[src/rtl/a2_bridge_pkg.sv]
// rtl/a2_bridge_pkg.sv - bridge select codes, control-byte bit layout and reset defaults
package a2_bridge_pkg;

  typedef logic [1:0] sel_t;

  localparam sel_t SEL_CONTROL = 2'd0;
  localparam sel_t SEL_DATA    = 2'd1;
  localparam sel_t SEL_ADDR_LO = 2'd2;
  localparam sel_t SEL_ADDR_HI = 2'd3;

  localparam int CTRL_RW_N  = 0;
  localparam int CTRL_IRQ_N = 2;

  localparam logic [7:0] CONTROL_RESET_DEFAULT = 8'hFF;

  // true for the two selects that read back the captured Apple address
  function automatic logic is_addr_sel(input sel_t sel);
    return (sel == SEL_ADDR_LO) || (sel == SEL_ADDR_HI);
  endfunction

endpackage

[src/rtl/a2_bridge_sync.sv]
// rtl/a2_bridge_sync.sv - N-stage synchronizer with rise/fall pulses of the synchronized value
module a2_bridge_sync #(
  parameter int WIDTH  = 1,
  parameter int STAGES = 2
) (
  input  logic             i_clk,
  input  logic             i_rst,
  input  logic [WIDTH-1:0] i_d,
  output logic [WIDTH-1:0] o_q,
  output logic [WIDTH-1:0] o_rise,
  output logic [WIDTH-1:0] o_fall
);

  // fewer than two flops is not a synchronizer, so clamp the depth
  localparam int N = (STAGES < 2) ? 2 : STAGES;

  logic [WIDTH-1:0] r_stage [N];
  logic [WIDTH-1:0] r_prev;

  // shift the asynchronous input down the chain and remember the last synchronized value
  always_ff @(posedge i_clk or posedge i_rst) begin
    if (i_rst) begin
      for (int i = 0; i < N; i++) r_stage[i] <= '0;
      r_prev <= '0;
    end else begin
      r_stage[0] <= i_d;
      for (int i = 1; i < N; i++) r_stage[i] <= r_stage[i-1];
      r_prev <= r_stage[N-1];
    end
  end

  assign o_q    = r_stage[N-1];
  assign o_rise = r_stage[N-1] & ~r_prev;
  assign o_fall = ~r_stage[N-1] & r_prev;

endmodule

[src/rtl/a2_bridge_responder.sv]
// rtl/a2_bridge_responder.sv - bus-side bridge responder; A2_BRIDGE_PROTOCOL_CHECK_EN adds protocol error reporting
module a2_bridge_responder
  import a2_bridge_pkg::*;
#(
  parameter int         SYNC_STAGES         = 2,
  parameter logic [7:0] CONTROL_RESET       = CONTROL_RESET_DEFAULT,
  parameter int         BUS_DATA_OUT_ENABLE = 1
) (
  input  logic        clk_logic,
  input  logic        device_reset,
  input  logic [1:0]  sel_i,
  input  logic        rd_i,
  input  logic        wr_i,
  input  logic [7:0]  d_i,
  output logic [7:0]  d_o,
  output logic        d_oe_o,
  input  logic        bus_d_oe_i,
  input  logic        a2_phi0_i,
  input  logic [15:0] a2_addr_i,
  input  logic        a2_rw_n_i,
  input  logic [7:0]  a2_data_i,
  output logic [7:0]  a2_data_o,
  output logic        a2_data_oe_o,
  input  logic [6:0]  gpio_i,
  output logic [7:0]  control_o,
  output logic        irq_n_o
`ifdef A2_BRIDGE_PROTOCOL_CHECK_EN
  ,
  output logic        proto_err_o,
  output logic [7:0]  proto_err_count_o
`endif
);

  localparam logic OE_ALLOWED = (BUS_DATA_OUT_ENABLE != 0);

  logic        w_phi0_sync;
  logic        w_phi0_rise;
  logic        w_phi0_fall;
  logic [6:0]  w_gpio_sync;
  logic [6:0]  w_unused_gpio_rise;
  logic [6:0]  w_unused_gpio_fall;
  logic        w_wr_edge;
  logic        w_addr_guard;
  logic [7:0]  w_ctrl_byte;
  logic [7:0]  w_d_o;

  logic [15:0] r_addr;
  logic        r_rw_n;
  logic [15:0] r_shadow_addr;
  logic        r_shadow_rw_n;
  logic        r_pending;
  logic [7:0]  r_data_snap;
  logic [7:0]  r_data_out;
  logic [7:0]  r_control;
  logic        r_wr_q;
  logic        r_a2_oe;

  a2_bridge_sync #(.WIDTH(1), .STAGES(SYNC_STAGES)) u_phi0_sync (
    .i_clk  (clk_logic),
    .i_rst  (device_reset),
    .i_d    (a2_phi0_i),
    .o_q    (w_phi0_sync),
    .o_rise (w_phi0_rise),
    .o_fall (w_phi0_fall)
  );

  a2_bridge_sync #(.WIDTH(7), .STAGES(SYNC_STAGES)) u_gpio_sync (
    .i_clk  (clk_logic),
    .i_rst  (device_reset),
    .i_d    (gpio_i),
    .o_q    (w_gpio_sync),
    .o_rise (w_unused_gpio_rise),
    .o_fall (w_unused_gpio_fall)
  );

  assign w_wr_edge    = wr_i & ~r_wr_q;
  // the master is mid-way through reading an address byte pair; a new address must not tear it
  assign w_addr_guard = rd_i & is_addr_sel(sel_i);

  // address/rw capture on phi0 rise, parked in the shadow while an address read is in flight
  always_ff @(posedge clk_logic or posedge device_reset) begin
    if (device_reset) begin
      r_addr        <= '0;
      r_rw_n        <= 1'b1;
      r_shadow_addr <= '0;
      r_shadow_rw_n <= 1'b1;
      r_pending     <= 1'b0;
    end else if (w_phi0_rise) begin
      if (w_addr_guard) begin
        r_shadow_addr <= a2_addr_i;
        r_shadow_rw_n <= a2_rw_n_i;
        r_pending     <= 1'b1;
      end else begin
        r_addr    <= a2_addr_i;
        r_rw_n    <= a2_rw_n_i;
        r_pending <= 1'b0;
      end
    end else if (r_pending && !w_addr_guard) begin
      r_addr    <= r_shadow_addr;
      r_rw_n    <= r_shadow_rw_n;
      r_pending <= 1'b0;
    end
  end

  // data capture on phi0 fall; when we drive the Apple bus, record what we drove
  always_ff @(posedge clk_logic or posedge device_reset) begin
    if (device_reset) begin
      r_data_snap <= '0;
    end else if (w_phi0_fall) begin
      r_data_snap <= r_a2_oe ? r_data_out : a2_data_i;
    end
  end

  // bridge writes: a single register update per wr_i rising edge
  always_ff @(posedge clk_logic or posedge device_reset) begin
    if (device_reset) begin
      r_wr_q     <= 1'b0;
      r_control  <= CONTROL_RESET;
      r_data_out <= '0;
    end else begin
      r_wr_q <= wr_i;
      if (w_wr_edge) begin
        case (sel_i)
          SEL_CONTROL: r_control  <= d_i;
          SEL_DATA:    r_data_out <= d_i;
          default:     ;
        endcase
      end
    end
  end

  // Apple data bus drive enable follows the master's request only while phi0 is high
  always_ff @(posedge clk_logic or posedge device_reset) begin
    if (device_reset) begin
      r_a2_oe <= 1'b0;
    end else begin
      r_a2_oe <= bus_d_oe_i & OE_ALLOWED & w_phi0_sync;
    end
  end

  // control byte: synchronized control lines above the captured rw_n
  always_comb begin
    w_ctrl_byte            = {w_gpio_sync, 1'b0};
    w_ctrl_byte[CTRL_RW_N] = r_rw_n;
  end

  // read mux is purely combinational so d_o follows sel_i within the cycle
  always_comb begin
    w_d_o = '0;
    case (sel_i)
      SEL_CONTROL: w_d_o = w_ctrl_byte;
      SEL_DATA:    w_d_o = r_data_snap;
      SEL_ADDR_LO: w_d_o = r_addr[7:0];
      SEL_ADDR_HI: w_d_o = r_addr[15:8];
      default:     w_d_o = '0;
    endcase
  end

  assign d_o          = w_d_o;
  assign d_oe_o       = rd_i & ~wr_i & ~device_reset;
  assign a2_data_o    = r_data_out;
  assign a2_data_oe_o = r_a2_oe;
  assign control_o    = r_control;
  assign irq_n_o      = r_control[CTRL_IRQ_N];

`ifdef A2_BRIDGE_PROTOCOL_CHECK_EN
  logic [1:0] r_sel_q;
  logic       r_proto_err;
  logic [7:0] r_err_count;
  logic       w_ev_rdwr;
  logic       w_ev_selchg;
  logic       w_ev_badwr;
  logic [1:0] w_ev_num;
  logic [8:0] w_count_sum;

  assign w_ev_rdwr   = rd_i & wr_i;
  assign w_ev_selchg = wr_i & r_wr_q & (sel_i != r_sel_q);
  assign w_ev_badwr  = w_wr_edge & is_addr_sel(sel_i);
  assign w_ev_num    = {1'b0, w_ev_rdwr} + {1'b0, w_ev_selchg} + {1'b0, w_ev_badwr};
  assign w_count_sum = {1'b0, r_err_count} + {7'b0, w_ev_num};

  // sticky error flag and saturating count of protocol violations, one step per event
  always_ff @(posedge clk_logic or posedge device_reset) begin
    if (device_reset) begin
      r_sel_q     <= '0;
      r_proto_err <= 1'b0;
      r_err_count <= '0;
    end else begin
      r_sel_q <= sel_i;
      if (w_ev_num != 2'd0) begin
        r_proto_err <= 1'b1;
        r_err_count <= w_count_sum[8] ? 8'hFF : w_count_sum[7:0];
      end
    end
  end

  assign proto_err_o       = r_proto_err;
  assign proto_err_count_o = r_err_count;
`endif

endmodule

[config.mk]
export PLATFORM = sky130hd
export DESIGN_NAME = a2_bridge_responder
export DESIGN_NICKNAME = d
export VERILOG_FILES = /design/src/rtl/a2_bridge_pkg.sv /design/src/rtl/a2_bridge_sync.sv /design/src/rtl/a2_bridge_responder.sv
export SDC_FILE = /design/constraint.sdc
export NUM_CORES = 1
export LEC_CHECK = 0
export CORE_MARGIN = 2
export CORE_UTILIZATION = 50
export DETAILED_ROUTE_END_ITERATION = 10
export GPL_ROUTABILITY_DRIVEN = 0
export GPL_TIMING_DRIVEN = 0
export HOLD_SLACK_MARGIN = 0.08
export PLACE_DENSITY = 0.79
export SYNTH_ARGS = -nofsm -noshare
export SYNTH_HDL_FRONTEND = slang
export SYNTH_SLANG_ARGS = --single-unit
[constraint.sdc]
create_clock -name clk_logic -period 2.68 [get_ports clk_logic]
set_input_delay 0.402 -clock clk_logic [delete_from_list [all_inputs] [get_ports clk_logic]]
set_output_delay 0.402 -clock clk_logic [all_outputs]
set_load 0.05 [all_outputs]
==> results.ini <==
[outcome]
status = finished, final reports clean

[detailed_routing]
vias = 1920
viasPerCell = 5.275
drt-initial-drc-count = 55
drcViolationCount = 0
totalWireLength_um = 6515
first_pass_iters = 4
final_antenna_net_count = 0
wl_per_cell_um = 17.90

[setup_path]
crit_type = in2out
cp.required_ns = 2.28
worstRegToRegCells = 5
worstPathMaxFanout = 10
worstSetupStartpointType = primary input
cp.arrival_ns = 2.20
end_kind = output port

[grt]
grt_pass1_wl_um = 10780
grt.total_usage = 0.1983
overflow = 0
grt_pass1_vias = 2097
grt_antenna_before_repair = 0
grt_max_degree = 66

[timing]
period_minus_slack_ns = 2.606
slew_headroom = 0.5826
min_period_over_period = 0.9723
fmax_mhz = 383.8
rsz0062_at_grt = false
timing.hold.ws_ns = 0.3439
final_hold_viol_count = 0
worst_pin_slew_ns = 0.6261
drv_slew = 0
fin_worst_skew_ns = 0.01012
setup_viol = 0

[placed_design]
place_hpwl_um = 4761
port_buffers = 73
place_area_mm2 = 0.004219

[yosys]
ys.flop_type = dfrtp_1
avgSynthCellArea_um2 = 17.07
synth_warnings = 0
synth_top_family_by_area = multiplexers
synth_mux_area_frac = 0.3309
yosysMostFrequentCell = dfrtp_1
async_reset_ff_frac = 1.000
synth_fa_ha_area_frac = 0
synth.area.top_cells = dfrtp_1 51%, mux2_2 16%, mux2_4 8.5%, dfstp_2 7.8%, mux4_1 5.5%
synth_seq_cells = 78
yosysTopAreaCellShare = 0.5061
synth_edf_count = 0
synth-seq-area-share = 0.5843
syn_nets = 245
syn-cell-area_mm2 = 0.003362
netlist_top_cells_count = 68 x dfrtp_1, 48 x mux2_2, 19 x mux2_4, 10 x dfstp_2
synth_cells = 197
synth_simple_gate_area_frac = 0.03498
synth-compound-area-share = 0.02270
yosysTopAreaCell = dfrtp_1
synth_cell_types = 23
synth_xor_area_frac = 0

[power_and_ir_drop]
p_per_area_mw_per_mm2 = 810.2
ir_worst_vdd_mv = 0.4492
power.leakage_nw = 1.944

[die]
die_area_mm2 = 0.007396
core_mm2 = 0.006422
io_pins = 75
initial_core_util = 0.5235
rows = 29
die_w_um = 86
die_y_um = 86

[cells_and_area]
fin_nets = 330
syn_to_final_growth_pct = 31.63
multi_input_area_mm2 = 0.001306
regArea_mm2 = 0.001964
fillers = 437
drive_gt1_frac = 0.4042
fin_area_mm2 = 0.004425
n_antenna_cell = 0

[clocking]
clock-root-buffer = clkbuf_8
postCtsSetupBuffers = 0
clk_pin_slew_worst_paths_ns = 0.08
cts_tree = yes
cts_htree_levels = 3
clock_path_buffers = 2
numClockSinks = 78
insertion_delay_ns = 0.35
cts_made_buffers = 9

[min_path]
hp-class = in2async

[flow_run]
drv_cap = 0

[per-stage QoR]
stage	instances	power (mW)	utilization	TNS (ns)	setup WS, ns
after floorplan	197	2.287	-	0	0.2995
after global placement	347	2.606	0.6523	-71.26	-0.9884
after detailed placement	348	2.650	0.6569	-2.005	-0.3148
after CTS	364	3.631	0.6922	-0.02918	-0.02918
after global routing	364	3.746	0.6891	0	0.03167
final	364	3.586	0.6891	0	0.07436
[final cells by class]
type | instances | area share
sequential | 78 | 0.4439
multi-input combinational | 108 | 0.2952
timing repair buffer | 74 | 0.1654
clock buffer | 11 | 0.03421
tap | 77 | 0.02177
buffer | 10 | 0.01979
clock inverter | 5 | 0.01838
inverter | 1 | 0.001414
[cell families (layout without fill, tap and decap cells)]
kind of cell | Yosys count | after routing
buffers and inverters | 11 | 101
and+or+nand+nor | 15 | 15
AOI/OAI and AO/OA | 10 | 10
DFF | 78 | 78
muxes | 83 | 83
[layer usage]
layer	vias up	wire length (um)	track usage
met3	17	305	0.05775
met2	59	3377	0.3221
li1	888	-	-
met4	0	183	0.09235
met1	956	2648	0.2447
met5	-	0	0
[cells in the final DEF (no fill, tap or decap), types with 2 or more instances in the layout]
cell / instances
dfrtp_1: 68
clkdlybuf4s50_1: 65
mux2_2: 48
mux2_4: 19
clkbuf_8: 11
dfstp_2: 10
mux2i_1: 8
nand2_1: 8
o21ai_0: 8
mux4_1: 7
buf_6: 6
clkbuf_2: 6
clkbuf_1: 2
bufinv_16: 2
[worst max-delay path: stages]
cell and delay (ns):
clkdlybuf4s50_1 0.63, buf_6 0.22, mux4_1 0.59, clkdlybuf4s15_2 0.35
[what timing repair did]
| action | in CTS | in global routing |
|---|---|---|
| setup endpoints to repair | 7 | 7 |
| gates resized for setup | 9 | 13 |
| hold buffers | 0 | 0 |
| hold endpoints to repair | 0 | 0 |
[where the power goes]
part / switching [mW] / internal (mW) / total [mW] / leakage (nW)
clock: 0.419 / 0.575 / 0.994 / 0.116
combinational: 0.535 / 0.495 / 1.03 / 0.908
sequential: 0.130 / 1.43 / 1.56 / 0.921
[final timing paths]
kind | startpoint | endpoint | slack [ns]
max in group asynchronous | device_reset | control_o[4] | 1.73
worst max register to register | u_phi0_sync.o_q | r_addr[7] | 0.98
worst max-delay path | sel_i[1] | d_o[4] | 0.07
worst min register to register | u_gpio_sync.r_stage[9] | u_gpio_sync.o_q[2] | 0.35
min in group clk_logic | u_gpio_sync.r_stage[9] | u_gpio_sync.o_q[2] | 0.35
worst min-delay path | device_reset | r_shadow_addr[15] | 0.34
[flip-flops by register name, summed over array words and instances (netlist names)]
signal / flops
r_shadow_rw_n: 1
r_pending: 1
u_phi0_sync.r_prev: 1
r_shadow_addr: 16
u_gpio_sync.r_stage: 7
r_rw_n: 1
r_addr: 16
control_o: 8
r_wr_q: 1
u_phi0_sync.r_stage: 1
u_phi0_sync.o_q: 1
a2_data_oe_o: 1
r_data_snap: 8
u_gpio_sync.o_q: 7
a2_data_o: 8
(Power assumes the default switching activity.)
